==> src/rtl/adc_if_pkg.sv <==
// ============================================================================
// Module   : adc_if_pkg
// Purpose  : Shared definitions for the ADC lane alignment block: training
//            FSM state encoding and default rise/fall training words.
// Config   : ADC_ALIGN_ERRCNT_EN (consumed by adc_lane_align, not here)
// Revision : 1.0 - initial release
// ============================================================================
`default_nettype none

package adc_if_pkg;

    typedef enum logic [2:0] {
        ST_IDLE   = 3'd0,
        ST_LOAD   = 3'd1,
        ST_SETTLE = 3'd2,
        ST_CHECK  = 3'd3,
        ST_EVAL   = 3'd4,
        ST_APPLY  = 3'd5
    } align_state_t;

    localparam logic [7:0] DEF_PATTERN_P = 8'hA5;
    localparam logic [7:0] DEF_PATTERN_N = 8'h5A;

endpackage

`default_nettype wire

==> src/rtl/adc_lane_window.sv <==
// ============================================================================
// Module   : adc_lane_window
// Purpose  : Tracks the first contiguous passing tap window of one lane and
//            reports its centre.
// Ports    : clk, rst        - clock, async active-high reset
//            clr_i           - clear window at training start
//            load_i          - new tap loaded; arm the pass flag
//            check_i         - pattern compare cycle
//            mismatch_i      - lane data differs from training word
//            eval_i          - fold the current tap into the window
//            tap_i           - tap under test
//            found_o         - a window has been opened
//            center_o        - floor((first+last)/2), 0 without a window
// Revision : 1.0 - initial release
// ============================================================================
`default_nettype none

module adc_lane_window #(
    parameter int TAP_W = 5
) (
    input  logic             clk,
    input  logic             rst,
    input  logic             clr_i,
    input  logic             load_i,
    input  logic             check_i,
    input  logic             mismatch_i,
    input  logic             eval_i,
    input  logic [TAP_W-1:0] tap_i,
    output logic             found_o,
    output logic [TAP_W-1:0] center_o
);

    logic             pass_q;
    logic             open_q;
    logic             closed_q;
    logic [TAP_W-1:0] first_q;
    logic [TAP_W-1:0] last_q;
    logic [TAP_W:0]   sum;

    always_ff @(posedge clk or posedge rst) begin
        if (rst) begin
            pass_q   <= 1'b0;
            open_q   <= 1'b0;
            closed_q <= 1'b0;
            first_q  <= '0;
            last_q   <= '0;
        end else begin
            if (load_i) begin
                pass_q <= 1'b1;
            end else if (check_i && mismatch_i) begin
                pass_q <= 1'b0;
            end

            if (clr_i) begin
                open_q   <= 1'b0;
                closed_q <= 1'b0;
                first_q  <= '0;
                last_q   <= '0;
            end else if (eval_i && !closed_q) begin
                // Once closed, later passing taps never reopen: the first
                // contiguous window is the one that gets centred.
                if (pass_q) begin
                    if (!open_q) begin
                        first_q <= tap_i;
                        open_q  <= 1'b1;
                    end
                    last_q <= tap_i;
                end else if (open_q) begin
                    open_q   <= 1'b0;
                    closed_q <= 1'b1;
                end
            end
        end
    end

    // Extra sum bit keeps (31+31)/2 from wrapping.
    assign sum      = {1'b0, first_q} + {1'b0, last_q};
    assign found_o  = open_q | closed_q;
    assign center_o = found_o ? sum[TAP_W:1] : '0;

endmodule

`default_nettype wire

==> src/rtl/adc_lane_align.sv <==
// ============================================================================
// Module   : adc_lane_align
// Purpose  : Sweeps a shared IDELAY tap over all values, checks each DDR lane
//            against fixed rise/fall training words, and loads every lane with
//            the centre of its first passing window.
// Ports    : clk, rst               - DCO clock, async active-high reset
//            data_p, data_n         - rise/fall IDDR samples per lane
//            start                  - training start pulse
//            delay_ld, delay_wdata  - tap load strobe and per-lane taps
//            sample                 - registered {data_n, data_p}
//            busy, done, fail       - status
//            lane_ok                - per-lane window found
//            err_cnt                - (ADC_ALIGN_ERRCNT_EN only) saturating
//                                     lane-cycle mismatch count
// Config   : define ADC_ALIGN_ERRCNT_EN to add err_cnt.
// Notes    : SETTLE_CYCLES and CHECK_CYCLES must be at least 1.
// Revision : 1.0 - initial release
// ============================================================================
`default_nettype none

module adc_lane_align
    import adc_if_pkg::*;
#(
    parameter int                   NUM_LANES     = 8,
    parameter int                   TAP_W         = 5,
    parameter int                   SETTLE_CYCLES = 16,
    parameter int                   CHECK_CYCLES  = 64,
    parameter logic [NUM_LANES-1:0] PATTERN_P     = NUM_LANES'(DEF_PATTERN_P),
    parameter logic [NUM_LANES-1:0] PATTERN_N     = NUM_LANES'(DEF_PATTERN_N)
) (
    input  logic                       clk,
    input  logic                       rst,
    input  logic [NUM_LANES-1:0]       data_p,
    input  logic [NUM_LANES-1:0]       data_n,
    input  logic                       start,
    output logic                       delay_ld,
    output logic [NUM_LANES*TAP_W-1:0] delay_wdata,
    output logic [2*NUM_LANES-1:0]     sample,
    output logic                       busy,
    output logic                       done,
    output logic                       fail,
    output logic [NUM_LANES-1:0]       lane_ok
`ifdef ADC_ALIGN_ERRCNT_EN
    ,
    output logic [15:0]                err_cnt
`endif
);

    localparam int CNT_MAX = (SETTLE_CYCLES > CHECK_CYCLES) ? SETTLE_CYCLES : CHECK_CYCLES;
    localparam int CNT_W   = (CNT_MAX > 1) ? $clog2(CNT_MAX) : 1;
    localparam logic [TAP_W-1:0] TAP_LAST = {TAP_W{1'b1}};

    align_state_t         state_q, state_d;
    logic [TAP_W-1:0]     tap_q, tap_d;
    logic [CNT_W-1:0]     cnt_q, cnt_d;
    logic [2*NUM_LANES-1:0] sample_q;
    logic                 done_q, fail_q;
    logic [NUM_LANES-1:0] lane_ok_q;

    logic                 win_clr, win_load, win_chk, win_eval;
    logic [NUM_LANES-1:0] lane_mis;
    logic [NUM_LANES-1:0] lane_found;
    logic [NUM_LANES*TAP_W-1:0] lane_center;

    assign lane_mis = (data_p ^ PATTERN_P) | (data_n ^ PATTERN_N);

    generate
        for (genvar i = 0; i < NUM_LANES; i++) begin : g_lane
            adc_lane_window #(
                .TAP_W (TAP_W)
            ) u_win (
                .clk        (clk),
                .rst        (rst),
                .clr_i      (win_clr),
                .load_i     (win_load),
                .check_i    (win_chk),
                .mismatch_i (lane_mis[i]),
                .eval_i     (win_eval),
                .tap_i      (tap_q),
                .found_o    (lane_found[i]),
                .center_o   (lane_center[i*TAP_W +: TAP_W])
            );
        end
    endgenerate

    always_ff @(posedge clk or posedge rst) begin
        if (rst) begin
            state_q <= ST_IDLE;
            tap_q   <= '0;
            cnt_q   <= '0;
        end else begin
            state_q <= state_d;
            tap_q   <= tap_d;
            cnt_q   <= cnt_d;
        end
    end

    always_comb begin
        state_d     = state_q;
        tap_d       = tap_q;
        cnt_d       = cnt_q;
        win_clr     = 1'b0;
        win_load    = 1'b0;
        win_chk     = 1'b0;
        win_eval    = 1'b0;
        delay_ld    = 1'b0;
        delay_wdata = '0;
        case (state_q)
            ST_IDLE: begin
                if (start) begin
                    tap_d   = '0;
                    win_clr = 1'b1;
                    state_d = ST_LOAD;
                end
            end
            ST_LOAD: begin
                delay_ld    = 1'b1;
                delay_wdata = {NUM_LANES{tap_q}};
                win_load    = 1'b1;
                cnt_d       = '0;
                state_d     = ST_SETTLE;
            end
            ST_SETTLE: begin
                if (cnt_q == CNT_W'(SETTLE_CYCLES - 1)) begin
                    cnt_d   = '0;
                    state_d = ST_CHECK;
                end else begin
                    cnt_d = cnt_q + 1'b1;
                end
            end
            ST_CHECK: begin
                win_chk = 1'b1;
                if (cnt_q == CNT_W'(CHECK_CYCLES - 1)) begin
                    cnt_d   = '0;
                    state_d = ST_EVAL;
                end else begin
                    cnt_d = cnt_q + 1'b1;
                end
            end
            ST_EVAL: begin
                win_eval = 1'b1;
                if (tap_q == TAP_LAST) begin
                    state_d = ST_APPLY;
                end else begin
                    tap_d   = tap_q + 1'b1;
                    state_d = ST_LOAD;
                end
            end
            ST_APPLY: begin
                delay_ld    = 1'b1;
                delay_wdata = lane_center;
                state_d     = ST_IDLE;
            end
            default: state_d = ST_IDLE;
        endcase
    end

    // Status is captured at the end of APPLY, so lane_ok/fail become valid
    // together with the done pulse.
    always_ff @(posedge clk or posedge rst) begin
        if (rst) begin
            sample_q  <= '0;
            done_q    <= 1'b0;
            fail_q    <= 1'b0;
            lane_ok_q <= '0;
        end else begin
            sample_q <= {data_n, data_p};
            done_q   <= (state_q == ST_APPLY);
            if (win_clr) begin
                fail_q    <= 1'b0;
                lane_ok_q <= '0;
            end else if (state_q == ST_APPLY) begin
                lane_ok_q <= lane_found;
                fail_q    <= ~&lane_found;
            end
        end
    end

    assign sample  = sample_q;
    assign busy    = (state_q != ST_IDLE);
    assign done    = done_q;
    assign fail    = fail_q;
    assign lane_ok = lane_ok_q;

`ifdef ADC_ALIGN_ERRCNT_EN
    localparam int POP_W = $clog2(NUM_LANES + 1);

    logic [15:0]      err_cnt_q;
    logic [POP_W-1:0] mis_pop;
    logic [16:0]      err_sum;

    always_comb begin
        mis_pop = '0;
        for (int i = 0; i < NUM_LANES; i++) begin
            mis_pop = mis_pop + POP_W'(lane_mis[i]);
        end
    end

    assign err_sum = {1'b0, err_cnt_q} + 17'(mis_pop);

    always_ff @(posedge clk or posedge rst) begin
        if (rst) begin
            err_cnt_q <= '0;
        end else if (win_clr) begin
            err_cnt_q <= '0;
        end else if (win_chk) begin
            err_cnt_q <= err_sum[16] ? 16'hFFFF : err_sum[15:0];
        end
    end

    assign err_cnt = err_cnt_q;
`endif

endmodule

`default_nettype wire
==> config.mk <==
export PLATFORM = sky130hd
export DESIGN_NAME = adc_lane_align
export DESIGN_NICKNAME = d
export VERILOG_FILES = /design/src/rtl/adc_if_pkg.sv /design/src/rtl/adc_lane_window.sv /design/src/rtl/adc_lane_align.sv
export SDC_FILE = /design/constraint.sdc
export NUM_CORES = 1
export LEC_CHECK = 0
export ABC_CLOCK_PERIOD_IN_PS = 2710
export BUFFER_PORTS_ARGS = -buffer_cell sky130_fd_sc_hd__buf_4
export CAP_MARGIN = 0
export CORE_AREA = 2 2 153 155
export DETAILED_ROUTE_END_ITERATION = 6
export DIE_AREA = 0 0 155 157
export PLACE_DENSITY = 0.59
export SLEW_MARGIN = 20
export SYNTH_ARGS = -nofsm -noshare
export SYNTH_HDL_FRONTEND = slang
export SYNTH_HIERARCHICAL = 1
export SYNTH_SLANG_ARGS = --single-unit
==> constraint.sdc <==
create_clock -name clk -period 2.71 [get_ports clk]
set_clock_uncertainty 0.1 [all_clocks]
set_input_delay 0.1355 -clock clk [delete_from_list [all_inputs] [get_ports clk]]
set_output_delay 0.1355 -clock clk [all_outputs]
set_load 0.01 [all_outputs]
==> impl_metrics.csv, run 1 <==
group,metric,value,unit
power_and_ir_drop,vdd_drop_max,0.416,mV
cts,cts_buffers,17,
floorplanning,chipHeight,157,um
floorplanning,die_w,155,um
timing,hold_viol,0,
timing,totalNegativeSetupSlack,0,ns
worst_setup_path,cp_max_fo,27,
grt,grt_pass1_vias,6063,
synth,yosysSeqAreaShare,45.8,%
timing,worstMarginPinSlew,0.938,ns
detailed_routing,via_per_inst,5.12,
place,dp_hpwl,14800,um
floorplanning,num_io_pins,87,
worst_setup_path,arrival,2.29,ns
floorplanning,initial_utilization,34.9,%
synth,synth_fp_nets,837,
synth,yosysTopAreaCell,"dfrtp_1",
cts,clk_pin_slew,0.06,ns
synth,synth_edf_count,0,
synth,synth_common_cells,"144 x dfrtp_1, 114 x nor2_1, 82 x mux2i_1",
floorplanning,die_area,24300,sq um
cts,clock_path_buffers,2,
grt,overflow,0,
timing,period_minus_slack,2.52,ns
synth,synth_cells,775,
place,portBuffers,86,
timing,relSlewSlack,37.4,%
synth,ys_types,45,
timing,fin_crit_sh,93.1,%
synth,yosys.area.top_type_share,45.8,%
synth,ys_warn_count,6,
grt,antenna_found_initial,0,
cts,clockRootBuffer,"clkbuf_16",
cells_and_area,seqCellArea,3600,sq um
cells_and_area,multi_input_area,3920,sq um
cts,clkSinkCount,144,
min_path,hold_path.class,"in -> reg",
worst_setup_path,timing_worst_setup_path_type,"reg -> out",
detailed_routing,vias,6049,
cts,h-tree-depth,4,
timing,grt_setup_unrepaired,"no",
synth,synth_ff_type,"dfrtp_1",
place,placed_cell_area,8840,sq um
cells_and_area,antenna_cells,0,
worst_setup_path,cp_data_required_time,2.47,ns
outcome,status,"completed",
grt,grt_max_degree,63,
power_and_ir_drop,power_per_cell_area,539,nW/um^2
synth,async_flop_share,100,%
timing,max_freq,396,MHz
detailed_routing,first_iter_violations,445,
power_and_ir_drop,leakagePower,5.07,nW
cells_and_area,post-route-util,42.7,%
timing,slew_violations,0,
synth,syn_area_per_cell,10.1,sq um
worst_setup_path,r2r_slack,0.58,ns
cts,postCtsSetupBuffers,0,
cells_and_area,stdcell_area,9600,sq um
synth,syn_area,7860,sq um
grt,grtUsageTotal,18.5,%
detailed_routing,wl,21500,um
synth,synth-seq-cells,144,
cts,tritoncts,"built",
cells_and_area,nFillCells,2175,
floorplanning,std_cell_rows,55,
synth,yosysMostFrequentCell,"dfrtp_1",
flow_run,maxCapViolations,0,
grt,grt_pass1_wl,34300,um
place,place.gp.congestion,0.831,
detailed_routing,wl_per_cell,18.2,um
worst_setup_path,end_kind,"output pin",
timing,setup_viol_count_final,0,
power_and_ir_drop,design_power_total,0.00517,W
cts,clk_latency,0.42,ns
synth,synth.area.top_cells,"dfrtp_1 46%, mux2i_1 10%, ha_1 5.6%, nor2_1 5.4%, a21o_1 5.3%",
detailed_routing,drc,0,
worst_setup_path,worst_setup_path_start_kind,"register",
cells_and_area,area_growth_syn_to_layout,22.2,%
cells_and_area,nNetsFinal,946,
detailed_routing,drt_pre_antenna_iters,5,
floorplanning,core_area,22500,sq um
detailed_routing,drtAntennaViolNets,0,
cells_and_area,drive_above_1_share,19.7,%
[final timing paths]
kind,startpoint,endpoint,cells after the start
worst max-delay path,state_q[0],delay_wdata[6],6
worst min-delay path,data_n[4],sample[12],2
worst max register to register,state_q[1],g_lane[5].u_win/first_q[1],6
worst min register to register,g_lane[0].u_win/last_q[3],g_lane[0].u_win/last_q[3],2
max in group asynchronous,rst,tap_q[2],3
min in group asynchronous,rst,g_lane[4].u_win/pass_q,3
[cell usage in the layout (no fill, tap or decap), drive strengths merged, types with 13 or more instances in the layout]
| cell | n |
|---|---|
| buf | 103 |
| a21oi | 51 |
| dfrtp | 144 |
| nor2 | 116 |
| dlygate4sd3 | 18 |
| nand3 | 20 |
| a21o | 56 |
| and2 | 21 |
| nand2 | 54 |
| nand4 | 19 |
| o21ai | 13 |
| inv | 47 |
| mux2i | 82 |
| clkbuf | 20 |
| ha | 35 |
[worst max-delay path, cell delays in order, from the launching register on]
cell and delay [ns]:
dfrtp_1 0.56, and2b_2 0.25, nand2_2 0.18, inv_4 0.35, buf_12 0.22, a21o_1 0.17, buf_4 0.13
[layout make-up]
cell class	count	area share, %
Sequential cell	144	37.5
Inverter	45	1.78
Multi-Input combinational cell	555	40.8
Clock buffer	20	4.86
Tap cell	285	3.71
Clock inverter	12	1.13
Timing Repair Buffer	121	10.2
[layer usage]
metal  global-route usage, %  routed length, um  vias up  part of all wire (%)
met1                    26.2              10300     2948                    48
met5                       0                  0        -                     0
met4                    5.07                230        0                   1.1
met3                    4.32               1250       14                   5.8
met2                    28.4               9680      163                    45
li1                        -                  -     2924                     -
[metrics by stage]
step	worst slack (ns)	hold slack (ns)	std cells
floorplan	0.498	-0.0875	775
global placement	0.479	0.151	1132
detailed placement	0.474	0.152	1132
CTS	0.0143	0.245	1182
global route	0.0359	0.258	1182
finish	0.186	0.269	1182
[where the power goes]
group | internal, W | leakage (nW) | switching, W
clock | 0.00134 | 0.271 | 0.000965
sequential | 0.00224 | 1.71 | 0.0000689
combinational | 0.000252 | 3.09 | 0.000306
[state kept, by name, indices dropped and copies added, names as in the netlist, 5 cells and up]
register and flops:
g_lane.u_win/last_q 40, tap_q 5, g_lane.u_win/first_q 40, cnt_q 6, lane_ok 8, g_lane.u_win/closed_q 8, g_lane.u_win/pass_q 8, sample 16
g_lane.u_win/open_q 8
[what timing repair did]
item	CTS	global route
hold buffers	18	0
endpoints found under the hold margin	169	0
endpoints found under the setup margin	0	26
resized for setup	0	5
[cell families after synthesis]
logic type | Yosys count | share of synthesized area (%)
AOI/OAI and AO/OA | 150 | 12.9
xor gates and xnor gates | 11 | 1.23
adders and majority gates | 43 | 7.61
buffers and inverters | 76 | 4.36
DFF | 144 | 45.8
muxes | 84 | 10.7
and+or+nand+nor | 267 | 17.4
(Power assumes the default switching activity.)
==> run 2, diff against run 1 <==
--- a/config.mk
+++ b/config.mk
@@ -5,13 +5,13 @@
 export SDC_FILE = /design/constraint.sdc
 export NUM_CORES = 1
 export LEC_CHECK = 0
-export ABC_CLOCK_PERIOD_IN_PS = 2710
+export ABC_CLOCK_PERIOD_IN_PS = 3000
 export BUFFER_PORTS_ARGS = -buffer_cell sky130_fd_sc_hd__buf_4
 export CAP_MARGIN = 0
-export CORE_AREA = 2 2 153 155
+export CORE_AREA = 2 2 134 136
 export DETAILED_ROUTE_END_ITERATION = 6
-export DIE_AREA = 0 0 155 157
-export PLACE_DENSITY = 0.59
+export DIE_AREA = 0 0 136 138
+export PLACE_DENSITY = 0.71
 export SLEW_MARGIN = 20
 export SYNTH_ARGS = -nofsm -noshare
 export SYNTH_HDL_FRONTEND = slang
==> constraint.sdc (replaced) <==
create_clock -name clk -period 3 [get_ports clk]
set_clock_uncertainty 0.1 [all_clocks]
set_input_delay 0.15 -clock clk [delete_from_list [all_inputs] [get_ports clk]]
set_output_delay 0.15 -clock clk [all_outputs]
set_load 0.01 [all_outputs]
==> impl_metrics.csv, run 2 (synthesis results as in run 1) <==
group,metric,value,unit
detailed_routing,drt_pre_antenna_iters,5,
worst_setup_path,ff2ff_path_depth,6,
floorplanning,core_area,17500,sq um
place,place.gp.congestion,0.805,
worst_setup_path,end_kind,"output pin",
timing,grt_setup_unrepaired,"no",
grt,grt_pass1_vias,6168,
grt,grt_use_met1,29.9,%
cts,cts_resized,0,
worst_setup_path,r2r_slack,0.85,ns
worst_setup_path,arrival,2.50,ns
detailed_routing,vias,6108,
timing,worstMarginPinSlew,0.934,ns
floorplanning,die_w,136,um
cts,cts_buffers,17,
floorplanning,chipHeight,138,um
cells_and_area,final_cell_mix,"144 x dfrtp_1, 114 x nor2_1, 97 x buf_4",
timing,totalNegativeSetupSlack,0,ns
place,place_ws,0.741,ns
power_and_ir_drop,vdd_drop_max,0.414,mV
cells_and_area,area_growth_syn_to_layout,21.1,%
grt,antenna_found_initial,0,
place,portBuffers,86,
grt,grtUsageTotal,22.2,%
worst_setup_path,cp_max_fo,10,
detailed_routing,drtAntennaViolNets,0,
floorplanning,std_cell_rows,49,
floorplanning,initial_utilization,44.8,%
worst_setup_path,timing_worst_setup_path_type,"reg -> out",
cts,tritoncts,"built",
cts,h-tree-depth,4,
floorplanning,die_area,18800,sq um
worst_setup_path,r2r-end,"g_lane[6].u_win/first_q[2]",
cts,clk_pin_slew,0.06,ns
cts,clkSinkCount,144,
outcome,status,"completed",
grt,grt_max_degree,70,
cells_and_area,nNetsFinal,941,
power_and_ir_drop,leakagePower,5.07,nW
floorplanning,num_io_pins,87,
grt,grt.busiest_layer,"met2",
cts,clockRootBuffer,"clkbuf_16",
cells_and_area,drive_above_1_share,18.7,%
cts,clk_latency,0.43,ns
timing,relSlewSlack,37.6,%
grt,overflow,0,
cells_and_area,final_common_cell,"dfrtp_1",
min_path,hold_depth,2,
timing,fin_crit_sh,91.7,%
worst_setup_path,timing.rr.start,"state_q[1]",
timing,setup_viol_count_final,0,
timing,max_freq,363,MHz
worst_setup_path,cp_data_required_time,2.75,ns
flow_run,maxCapViolations,0,
worst_setup_path,worst_setup_path_start_kind,"register",
timing,slew_violations,0,
worst_setup_path,cp_cell_sequence,"inv_1 > nor3_2 > and2_1 > a21o_1 > buf_4",
detailed_routing,via_per_inst,5.45,
detailed_routing,drc,0,
detailed_routing,first_iter_violations,446,
power_and_ir_drop,power_per_cell_area,506,nW/um^2
cts,clock_path_buffers,2,
detailed_routing,wl_per_cell,17.6,um
timing,fin_ws,0.249,ns
grt,grt_use_met2,35.6,%
worst_setup_path,critPathMaxStageDelay,0.69,ns
cells_and_area,antenna_cells,0,
worst_setup_path,critPathLaunch,"state_q[0]",
grt,grt_pass1_wl,32400,um
timing,period_minus_slack,2.75,ns
min_path,min_to,"sample[9]",
timing,hold_viol,0,
worst_setup_path,slowest_stage,"and2_1",
min_path,hold_path_startpoint,"data_n[1]",
min_path,hold_path.class,"in -> reg",
grt,use_met3,3.59,%
place,dp_hpwl,13200,um
detailed_routing,wl,19700,um
[run 2: changes by cell type in the layout (fill, tap and decap cells not counted), moves of 2 or more]
cell and delta:
and2_2 -3, buf_4 -4, inv_6 -2, and2_1 +3, bufinv_16 +3, clkinvlp_4 -2
[run 2: layout make-up]
| type | count | area (sq um) |
|---|---|---|
| tap | 229 | 287 |
| fill | 1582 | 8010 |
| inverter | 45 | 169 |
| clock inverter | 11 | 163 |
| timing repair buffer | 116 | 928 |
| clock buffer | 20 | 457 |
| multi-input combinational | 555 | 3920 |
| sequential | 144 | 3600 |
[run 2: per-layer routing]
metal / part of all wire, % / wire length [um] / vias up
li1: - / - / 2905
met1: 45 / 8880 / 3022
met2: 48 / 9380 / 144
met3: 4.4 / 867 / 37
met4: 2.8 / 561 / 0
met5: 0 / 0 / -
[run 2: per-stage QoR]
| step | hold slack (ns) | utilization (%) | area, sq um | power [W] | std cells |
|---|---|---|---|---|---|
| 2_1_floorplan | -0.0730 | - | 7860 | 0.00245 | 775 |
| 3_3_place_gp | 0.165 | 49.7 | 8720 | 0.00259 | 1071 |
| 4_1_cts | 0.267 | 54.3 | 9520 | 0.00485 | 1120 |
| 3_5_place_dp | 0.166 | 49.7 | 8720 | 0.00260 | 1071 |
| 6_report | 0.283 | 54.3 | 9520 | 0.00482 | 1120 |
| 5_1_grt | 0.277 | 54.3 | 9520 | 0.00500 | 1120 |
[run 2: power by group]
| part | internal [W] | leakage [nW] | switching (W) |
|---|---|---|---|
| logic | 0.000227 | 3.06 | 0.000272 |
| clock network | 0.00142 | 0.298 | 0.000805 |
| registers | 0.00203 | 1.71 | 0.0000614 |
| total | 0.00368 | 5.07 | 0.00114 |
[run 2: critical path, delay by kind of cell, from the launching register on]
| family | cells | cell delay, ns |
|---|---|---|
| buffers and inverters | 2 | 0.25 |
| and+or+nand+nor | 2 | 1.09 |
| DFF | 1 | 0.56 |
| AOI/OAI and AO/OA | 1 | 0.18 |
[run 2: how the worst max path moves through the flow]
stage                                       endpoint  slack (ns)
final                                delay_wdata[36]        0.25
after global routing                 delay_wdata[36]        0.08
after CTS                            delay_wdata[36]        0.28
after detailed placement             delay_wdata[36]        0.74
after global placement               delay_wdata[36]        0.78
after floorplan           g_lane[0].u_win/first_q[2]        0.79
[run 2: timing repair]
action	CTS	global route
hold endpoints to repair	168	0
buffers inserted	0	0
hold buffers	18	0
==> run 3, diff against run 2 <==
--- a/config.mk
+++ b/config.mk
@@ -8,12 +8,11 @@
 export ABC_CLOCK_PERIOD_IN_PS = 3000
 export BUFFER_PORTS_ARGS = -buffer_cell sky130_fd_sc_hd__buf_4
 export CAP_MARGIN = 0
-export CORE_AREA = 2 2 134 136
+export CORE_AREA = 2 2 129 131
 export DETAILED_ROUTE_END_ITERATION = 6
-export DIE_AREA = 0 0 136 138
-export PLACE_DENSITY = 0.71
+export DIE_AREA = 0 0 131 133
+export PLACE_DENSITY = 0.72
 export SLEW_MARGIN = 20
 export SYNTH_ARGS = -nofsm -noshare
 export SYNTH_HDL_FRONTEND = slang
-export SYNTH_HIERARCHICAL = 1
 export SYNTH_SLANG_ARGS = --single-unit
==> impl_metrics.csv, run 3 <==
group,metric,value,unit
outcome,status,"completed",
cells_and_area,nFillCells,1357,
cts,clock_path_buffers,2,
cts,clk_latency,0.43,ns
place,portBuffers,86,
synth,async_flop_share,100,%
synth,syn_area_per_cell,10.2,sq um
worst_setup_path,critPathLaunch,"state_q[1]",
floorplanning,chipHeight,133,um
synth,ys_types,43,
grt,antenna_found_initial,0,
detailed_routing,drt_pre_antenna_iters,5,
worst_setup_path,cpMostUsedCell,"o21ai_0",
flow_run,maxCapViolations,0,
synth,synth_edf_count,0,
synth,synth_cells,713,
floorplanning,initial_utilization,45.0,%
place,dp_hpwl,12400,um
worst_setup_path,end_kind,"output pin",
synth,synth.area.top_cells,"dfrtp_1 49%, mux2i_1 9.8%, ha_1 6.0%, nor2_1 5.5%, o21ai_0 4.0%",
cts,clkSinkCount,144,
place,place_ws,0.576,ns
timing,grt_setup_unrepaired,"no",
floorplanning,num_io_pins,87,
floorplanning,die_w,131,um
timing,hold_viol,0,
floorplanning,std_cell_rows,47,
grt,grt_pass1_wl,30000,um
power_and_ir_drop,vdd_drop_max,0.391,mV
grt,grt_pass1_vias,5596,
detailed_routing,first_iter_violations,565,
synth,synth_fp_nets,775,
cts,h-tree-depth,4,
timing,period_minus_slack,2.71,ns
cells_and_area,area_growth_syn_to_layout,23.8,%
floorplanning,core_area,16200,sq um
synth,synth_ff_type,"dfrtp_1",
grt,grtUsageTotal,22.6,%
synth,yosysTopAreaCell,"dfrtp_1",
detailed_routing,via_per_inst,5.45,
worst_setup_path,critPathMaxStageDelay,0.53,ns
grt,grt_max_degree,145,
timing,max_freq,369,MHz
worst_setup_path,cp_max_fo,16,
cells_and_area,final_common_cell,"dfrtp_1",
cts,clockRootBuffer,"clkbuf_16",
cells_and_area,drive_above_1_share,17.6,%
detailed_routing,drtAntennaViolNets,0,
timing,worstMarginPinSlew,0.797,ns
worst_setup_path,worst_setup_path_start_kind,"register",
synth,yosys.area.top_type_share,49.5,%
cts,postCtsSetupBuffers,0,
floorplanning,die_area,17400,sq um
place,place.gp.congestion,0.822,
cells_and_area,final_cell_mix,"144 x dfrtp_1, 107 x nor2_1, 103 x buf_4",
detailed_routing,wl_per_cell,18.0,um
grt,overflow,0,
power_and_ir_drop,power_per_cell_area,526,nW/um^2
cells_and_area,nNetsFinal,874,
synth,synth-seq-cells,144,
worst_setup_path,cp_data_required_time,2.75,ns
synth,yosysSeqAreaShare,49.5,%
timing,fin_ws,0.293,ns
cts,tritoncts,"built",
timing,setup_viol_count_final,0,
cts,cts_buffers,17,
worst_setup_path,cp_cell_sequence,"nand3b_1 > inv_1 > o21ai_0 > o21ai_0 > buf_4",
detailed_routing,vias,5685,
timing,slew_violations,0,
synth,synth_common_cells,"144 x dfrtp_1, 107 x nor2_1, 71 x mux2i_1",
worst_setup_path,arrival,2.46,ns
timing,relSlewSlack,46.8,%
worst_setup_path,timing_worst_setup_path_type,"reg -> out",
cells_and_area,antenna_cells,0,
synth,ys_warn_count,0,
timing,totalNegativeSetupSlack,0,ns
detailed_routing,drc,0,
min_path,hold_path_startpoint,"data_p[0]",
worst_setup_path,slowest_stage,"dfrtp_1",
synth,syn_area,7280,sq um
detailed_routing,wl,18800,um
min_path,hold_path.class,"in -> reg",
timing,fin_crit_sh,90.2,%
cts,clk_pin_slew,0.06,ns
synth,yosysMostFrequentCell,"dfrtp_1",
power_and_ir_drop,leakagePower,4.69,nW
worst_setup_path,timing.rr.start,"state_q[2]",
==> run 3: cell types whose count changed after synthesis, moves of 10 or more <==
cell | before | now
a21o_1 | 56 | 18
a22o_1 | 3 | 15
buf_4 | 10 | 0
clkbuf_1 | 10 | 33
inv_1 | 44 | 20
mux2i_1 | 82 | 71
nand2_1 | 53 | 34
nand3_1 | 20 | 6
nand4_1 | 19 | 8
o21ai_0 | 12 | 58
==> run 3: per-layer routing <==
layer  up-vias  wire length, um  GRT usage, %
met4         0              384          7.74
li1       2678                -             -
met5         -                0             0
met3        24             1040          4.41
met2       175             8970          35.2
met1      2808             8410          31.7
==> run 3: power by group <==
| part | internal, W | leakage (nW) | switching [W] |
|---|---|---|---|
| Sequential | 0.00202 | 1.74 | 0.0000576 |
| Clock | 0.00147 | 0.309 | 0.000820 |
| Combinational | 0.000179 | 2.64 | 0.000193 |
==> run 3: critical path: cells and delay by family (launching register included) <==
kind,cells,cell delay (ns)
simple gates,1,0.26
compound gates,2,0.75
buf+inv,2,0.49
flops,1,0.53
==> run 3: final timing paths <==
kind,to,slack [ns],depth (start not counted)
worst max-delay path,delay_wdata[18],0.29,5
worst min-delay path,sample[0],0.28,2
worst max register to register,g_lane[6].u_win.first_q[2],0.49,4
worst min register to register,g_lane[2].u_win.first_q[2],0.40,1
max in group asynchronous,g_lane[2].u_win.last_q[1],1.79,4
min in group asynchronous,sample[7],0.38,4
==> run 3: layout make-up <==
class / instances / area (sq um) / share of cell area [%]
Tap cell: 220 / 275 / 3.05
Multi-Input combinational cell: 507 / 3450 / 38.2
Clock buffer: 22 / 484 / 5.37
Inverter: 20 / 78.8 / 0.874
Timing Repair Buffer: 122 / 973 / 10.8
Sequential cell: 144 / 3600 / 40.0
Clock inverter: 9 / 154 / 1.71
==> run 3: cell families after synthesis <==
group | after synthesis | synth area share [%]
AND/OR/NAND/NOR | 200 | 12.6
XOR/XNOR | 26 | 3.13
multiplexers | 73 | 10.1
buffers and inverters | 62 | 3.28
flip-flops | 144 | 49.5
adder cells (fa/ha/maj) | 43 | 8.21
AO/OA/AOI/OAI | 165 | 13.3
==> run 3: through the flow <==
stage                     util, %  cell area, sq um  instances  total power, W  hold WS (ns)
final                        55.7              9010       1044         0.00474         0.285
after global routing         55.7              9010       1044         0.00492         0.286
after CTS                    55.7              9010       1044         0.00477         0.273
after detailed placement     50.7              8200        995         0.00246         0.167
after global placement       50.7              8200        995         0.00245         0.168
after floorplan                 -              7290        713         0.00235        0.0814
==> run 3: what timing repair did <==
item	in CTS	in global routing
resized for setup	0	0
hold buffers	18	0
endpoints found under the hold margin	167	0
